File: config.mk
export PLATFORM = sky130hd
export DESIGN_NAME = mem_port_arbiter
export DESIGN_NICKNAME = d
export VERILOG_FILES = /design/src/rtl/mem_port_arbiter.sv
export SDC_FILE = /design/constraint.sdc
export NUM_CORES = 1
export LEC_CHECK = 0
export BUFFER_PORTS_ARGS = -buffer_cell sky130_fd_sc_hd__buf_4
export CAP_MARGIN = 20
export CORE_AREA = 4 4 116 118
export DETAILED_ROUTE_END_ITERATION = 10
export DIE_AREA = 0 0 120 122
export GPL_ROUTABILITY_DRIVEN = 1
export RECOVER_POWER = 50
export SETUP_SLACK_MARGIN = 0.2
export SLEW_MARGIN = 0
export SYNTH_ARGS = -nofsm -noshare
export SYNTH_HDL_FRONTEND = slang
export SYNTH_SLANG_ARGS = --single-unit
File: constraint.sdc
create_clock -name clk -period 4.85 [get_ports clk]
set_input_delay 1.2125 -clock clk [delete_from_list [all_inputs] [get_ports clk]]
set_output_delay 1.2125 -clock clk [all_outputs]
set_load 0.01 [all_outputs]
File: src/rtl/mem_port_arbiter.sv
// mem_port_arbiter: shares one single-port memory between fetch (I) and load/store (D).
// Data wins by default; a bounded D streak guarantees fetch progress.
module mem_port_arbiter #(
   parameter int ADDR_W       = 32,
   parameter int DATA_W       = 32,
   parameter int MAX_D_STREAK = 4,
   parameter int CNT_W        = 32
) (
   input  logic                clk,
   input  logic                rst_n,
   input  logic                i_valid,
   input  logic [ADDR_W-1:0]   i_addr,
   output logic                i_ready,
   output logic [DATA_W-1:0]   i_rdata,
   input  logic                d_valid,
   input  logic [ADDR_W-1:0]   d_addr,
   input  logic [DATA_W-1:0]   d_wdata,
   input  logic [DATA_W/8-1:0] d_wstrb,
   output logic                d_ready,
   output logic [DATA_W-1:0]   d_rdata,
   output logic                mem_valid,
   output logic [ADDR_W-1:0]   mem_addr,
   output logic [DATA_W-1:0]   mem_wdata,
   output logic [DATA_W/8-1:0] mem_wstrb,
   input  logic                mem_ready,
   input  logic [DATA_W-1:0]   mem_rdata,
   output logic [1:0]          owner,
   output logic [CNT_W-1:0]    i_stall_cnt
);

   localparam logic [3:0] MAX_S = 4'(MAX_D_STREAK);

   typedef enum logic [1:0] {IDLE, HOLD_I, HOLD_D} state_e;

   state_e           state_q, state_d;
   logic [3:0]       streak_q, streak_d;
   logic [CNT_W-1:0] stall_q, stall_d;
   logic             sel_i, sel_d;
   logic             i_done, d_done;

   always_comb begin
      sel_i = 1'b0;
      sel_d = 1'b0;
      unique case (state_q)
         HOLD_I: sel_i = 1'b1;
         HOLD_D: sel_d = 1'b1;
         default: begin
            sel_d = d_valid && (!i_valid || streak_q < MAX_S);
            sel_i = !sel_d && i_valid;
         end
      endcase
      // reset masks selection so every handshake output reads zero
      if (!rst_n) begin
         sel_i = 1'b0;
         sel_d = 1'b0;
      end
   end

   assign mem_valid   = (sel_i & i_valid) | (sel_d & d_valid);
   assign mem_addr    = sel_d ? d_addr : (sel_i ? i_addr : '0);
   assign mem_wdata   = sel_d ? d_wdata : '0;
   assign mem_wstrb   = sel_d ? d_wstrb : '0;
   assign i_ready     = sel_i & mem_ready;
   assign d_ready     = sel_d & mem_ready;
   assign i_rdata     = mem_rdata;
   assign d_rdata     = mem_rdata;
   assign owner       = {sel_d, sel_i};
   assign i_stall_cnt = stall_q;

   assign i_done = sel_i & i_valid & mem_ready;
   assign d_done = sel_d & d_valid & mem_ready;

   always_comb begin
      state_d = IDLE;
      if (sel_i && i_valid && !mem_ready) begin
         state_d = HOLD_I;
      end else if (sel_d && d_valid && !mem_ready) begin
         state_d = HOLD_D;
      end
      streak_d = streak_q;
      if (d_done) begin
         if (!i_valid) begin
            streak_d = '0;
         end else if (streak_q >= MAX_S) begin
            streak_d = MAX_S;
         end else begin
            streak_d = streak_q + 4'd1;
         end
      end else if (i_done) begin
         streak_d = '0;
      end
      stall_d = stall_q + {{(CNT_W-1){1'b0}}, (i_valid & ~i_ready)};
   end

   always_ff @(posedge clk) begin
      if (!rst_n) begin
         state_q  <= IDLE;
         streak_q <= '0;
         stall_q  <= '0;
      end else begin
         state_q  <= state_d;
         streak_q <= streak_d;
         stall_q  <= stall_d;
      end
   end

endmodule

# --- Yosys cells after proc, flatten, opt, wreduce, memory -nomap -nowiden ---
# Index checks and enable logic that the tools add are counted.
classes:
  n_addsub: 2
  eq_ne: 2
  n_reduce_logical: 12
  n_bitwise: 10
  muxes: 14
  order_cmp: 2
op_table:
  columns: ["op", "n"]
  rows:
  - ["32-bit 2-to-1 mux", 3]
  - ["32-bit by 1-bit adder with 32-bit output", 1]
  - ["4-bit 2-to-1 mux", 5]
  - ["1-bit bitwise AND", 7]
  - ["1-bit logical AND", 6]
  - ["4-bit by 1-bit adder with 4-bit output (second input constant)", 1]
  - ["4-bit by 3-bit >= comparator with 1-bit output (second input constant)", 1]
  - ["4-bit by 3-bit < comparator with 1-bit output (second input constant)", 1]
  - ["1-bit case mux with 2 select lines", 2]
  - ["1-bit logical NOT", 3]
  - ["1-bit 2-to-1 mux", 3]
  - ["2-bit by 1-bit equality test with 1-bit output (second input constant)", 1]
  - ["2-bit equality test (second input constant)", 1]
  - ["2-bit 2-to-1 mux", 1]
  - ["1-bit NOT", 2]
  - ["2-bit nonzero test", 1]
  - ["2-bit OR reduction", 1]
  - ["1-bit logical OR", 1]
  - ["1-bit bitwise OR", 1]
word_totals:
  out_inout_bits: 169
  elab_cells: 46
  inputBits: 137
  reg_bits: 38

# --- Logic depth before layout (Yosys ltp) ---
logic_depth:
  depth_word: 11
  depth_mapped: 14
  depth_no_buf: 12

# --- Least setup slack after synthesis ---
# Ideal clock, no wire load.
synth_timing:
  path_kind: "input to register"
  startpoint: "input d_valid"
  endpoint: "register stall_q[30] (netlist: i_stall_cnt[30])"
  setup_slack_ns: 0.979
  arrival_ns: 3.801
  n_path_buf: 2
  t_required_ns: 4.780
  path_stages: 12
  setup_ns: 0.070
  path_cell_list: "or3b_1 -> a31oi_1 -> nor2_1 -> clkbuf_1 -> a21boi_0 -> ha_1 -> ha_1 -> and4_2 -> nand4_1 -> clkbuf_1 -> or3_1 -> a21oi_1"
synth_via:
  elab_chain_cells: 9
synth_rtl:
  columns: ["element", "line_no", "text"]
  rows:
  - ["from (decl)", "15", "input logic d_valid,"]
  - ["1-bit logical AND", "48", "sel_d = d_valid && (!i_valid || streak_q < MAX_S);"]
  - ["1-bit logical NOT", "49", "sel_i = !sel_d && i_valid;"]
  - ["1-bit logical AND", "49", null]
  - ["1-bit case mux with 2 select lines", "44", "unique case (state_q)"]
  - ["1-bit 2-to-1 mux", "53", "if (!rst_n) begin"]
  - ["net sel_i", "38", "logic sel_i, sel_d;"]
  - ["1-bit bitwise AND", "63", "assign i_ready = sel_i & mem_ready;"]
  - ["1-bit NOT", "92", "stall_d = stall_q + {{(CNT_W-1){1'b0}}, (i_valid & ~i_ready)};"]
  - ["1-bit bitwise AND", "92", null]
  - ["32-bit by 1-bit adder with 32-bit output", "92", null]
  - ["to (signal assigned)", "103", "stall_q <= stall_d;"]
  - ["to (decl)", "37", "logic [CNT_W-1:0] stall_q, stall_d;"]
# The timed path passes the listed nets, and every way through them passes these cells.
# A chain may end at the register's enable or synchronous reset.

# --- Worst setup path in the final report ---
layout_timing:
  startpoint: "input d_valid"
  endpoint: "register stall_q[28] (netlist: i_stall_cnt[28])"
layout_via:
  elab_chain_cells: 9
layout_rtl:
  columns: ["element", "line_no"]
  rows:
  - ["1-bit logical AND", "48"]
  - ["1-bit logical NOT", "49"]
  - ["1-bit logical AND", "49"]
  - ["1-bit case mux with 2 select lines", "44"]
  - ["1-bit 2-to-1 mux", "53"]
  - ["1-bit bitwise AND", "63"]
  - ["1-bit NOT", "92"]
  - ["1-bit bitwise AND", "92"]
  - ["32-bit by 1-bit adder with 32-bit output", "92"]
# Every way passes these cells.

==> flow_summary.yaml <==
run_status:
  outcome: "finished, final reports clean"
finish:
  final_util: 0.355
  layout.cells.non_filler: 702
  drive_above_1_share: 0.440
  antenna_cells: 0
  nets: 671
  area_delta_synth_final_pct: 38.5
  fillers: 1355
synth:
  synthesis.area_um2: 3190
  yosys.area.top_type_share: 0.238
  synth-seq-cells: 38
  synth_area_leader_cell: "dfxtp_1"
  synthTopCellsByCount: "buf_4 (66), and2_1 (43), dfxtp_1 (38), a31o_2 (32), nor3b_1 (32)"
  ys_types: 45
  synthArstFlopShare: 0
  avgSynthCellArea_um2: 8.03
  synth_ff_type: "dfxtp_1"
  synth_nets: 540
  yosysMostFrequentCell: "buf_4"
  syn-instance-count: 398
  synth_area_leaders: "dfxtp_1 (24%), buf_4 (16%), a31o_2 (8.8%)"
  synth_edf_count: 0
  synth_seq_area_share: 0.238
  ys.warnings.count: 0
timing:
  finClkSkew_ns: 0.00731
  worst_pin_slew_ns: 0.570
  setup_viol: 0
  slew-limit-headroom: 0.620
  setup_tns_ns: 0
  min_period_ns: 4.12
  hold_viol: 0
  fmax_ghz: 0.242
  hold_ws_ns: 0.468
  drv_slew: 0
  rsz0062_at_grt: "no"
  min_period_over_period: 0.850
floorplan:
  initial_utilization: 0.256
  row_count: 41
  top_level_ports: 306
  die_h_um: 122
  die_w_um: 120
  die_area_um2: 14600
  core-area_um2: 12500
clock_tree:
  cts_buffers: 5
  cts-resized-gates: 0
  cts_setup_buffers: 0
  numClockSinks: 38
  clkTransAtPathRegs_ns: 0.06
  cts_tree: "yes"
  insertion_delay_ns: 0.28
  ctsHoldBuffers: 0
  htreeDepth: 2
  clock_path_buffers: 2
  cts_root_buffer: "clkbuf_16"
global_route:
  grt_max_degree: 42
  grt_pass1_vias: 3221
  antenna_found_initial: 0
  grt.overflow.total: 0
  grt_pass1_wl_um: 16700
  track_usage: 0.139
routing:
  vias: 3291
  initialDrtViolationCount: 162
  drc_errors: 0
  drt-total-wl_um: 10900
  vias_per_cell: 4.69
  firstDrtPassIters: 4
  wl_per_cell_um: 15.5
  ant_nets: 0
worst_hold_path:
  hold_class: "reg -> reg"
  hold_start: "streak_q[1]"
critical_path:
  r2r-start: "state_q[0]"
  cp.arrival_ns: 4.33
  worstPathRequired_ns: 5.06
  path_class: "in -> reg"
  crit_path_end_kind: "register"
  crit_fanout: 16
  startpoint: "d_valid"
  cp-start-kind: "input port"
placement:
  io_buffers: 209
  place_hpwl_um: 8930
  place.gp.congestion: 0.799
  dp.cells: 694
power:
  p_per_area_nw_per_um2: 194
  p_leak_nw: 1.83
  peakVddDrop_mv: 0.135
job:
  maxCapViolCount: 0
-- layout make-up --
type | instances | area [um^2] | share of cell area
Timing Repair Buffer | 214 | 1480 | 0.334
Tap cell | 172 | 215 | 0.0486
Multi-Input combinational cell | 261 | 1790 | 0.403
Clock buffer | 6 | 139 | 0.0314
Clock inverter | 2 | 12.5 | 0.00283
Inverter | 9 | 33.8 | 0.00763
Sequential cell | 38 | 761 | 0.172
-- metal layers --
metal	vias up	GRT usage	routed length (um)
met5	-	0	0
met4	0	0.0165	48
met3	8	0.0631	1110
met2	144	0.226	5260
met1	1516	0.174	4490
li1	1623	-	-
-- cells in the final DEF (no fill, tap or decap), types with 2 or more instances in the layout --
| cell | n |
|---|---|
| o21ai_0 | 11 |
| or3_1 | 6 |
| a31o_2 | 32 |
| clkbuf_16 | 5 |
| inv_1 | 7 |
| nand2b_1 | 3 |
| or3_2 | 3 |
| xor2_1 | 5 |
| nor3_1 | 3 |
| and4_1 | 3 |
| clkbuf_1 | 34 |
| a21oi_1 | 17 |
| o31ai_1 | 8 |
| nor3b_1 | 32 |
| and3_1 | 2 |
| and2_1 | 42 |
| or4_1 | 9 |
| and4_2 | 3 |
| mux2i_1 | 2 |
| nor2_1 | 12 |
| xnor2_1 | 7 |
| nor2b_1 | 2 |
| nor4_1 | 4 |
| buf_4 | 180 |
| dfxtp_1 | 38 |
| nand3_1 | 11 |
| and2_2 | 2 |
| ha_1 | 5 |
| nand2_1 | 13 |
| nand4_1 | 9 |
-- worst paths after layout --
path	cells after the start	endpoint	slack [ns]
setup / recovery	11	i_stall_cnt[28]	0.73
setup reg to reg	12	i_stall_cnt[28]	1.44
hold reg to reg	1	streak_q[1]	0.47
hold / removal	1	streak_q[1]	0.47
-- critical path, stage by stage --
cell      delay [ns]
clkbuf_1        0.21
or3b_1          0.37
a31oi_1         0.26
nor2_2          0.06
a21boi_0        0.20
ha_1            0.24
ha_1            0.24
and4_2          0.29
nand4_1         0.44
or4_1           0.66
a21oi_1         0.14
-- logic make-up after synthesis --
family	after synthesis	share of synthesized area
mux	2	0.00627
fa+ha+maj	5	0.0196
compound gates	77	0.174
flops	38	0.238
xor+xnor	12	0.0329
buf+inv	99	0.206
simple gates	165	0.324
-- sequential cells by signal, indices dropped and copies added (netlist names) --
name,cells
streak_q,4
state_q,2
i_stall_cnt,32
-- power by group --
group	switching, mW	internal [mW]	leakage, nW
Clock	0.124	0.203	0.0729
Combinational	0.0905	0.124	1.45
Sequential	0.00214	0.315	0.306
Total	0.217	0.642	1.83
-- stage by stage --
| stage | instance area (um^2) | power (mW) | setup WS [ns] |
|---|---|---|---|
| CTS | 4550 | 0.875 | 0.852 |
| global placement | 4400 | 0.541 | 0.702 |
| detailed placement | 4400 | 0.543 | 0.563 |
| global route | 4430 | 0.907 | 0.386 |
| floorplan | 3190 | 0.469 | 0.979 |
| finish | 4430 | 0.859 | 0.726 |
No activity file was read; power rests on OpenSTA's default activity.
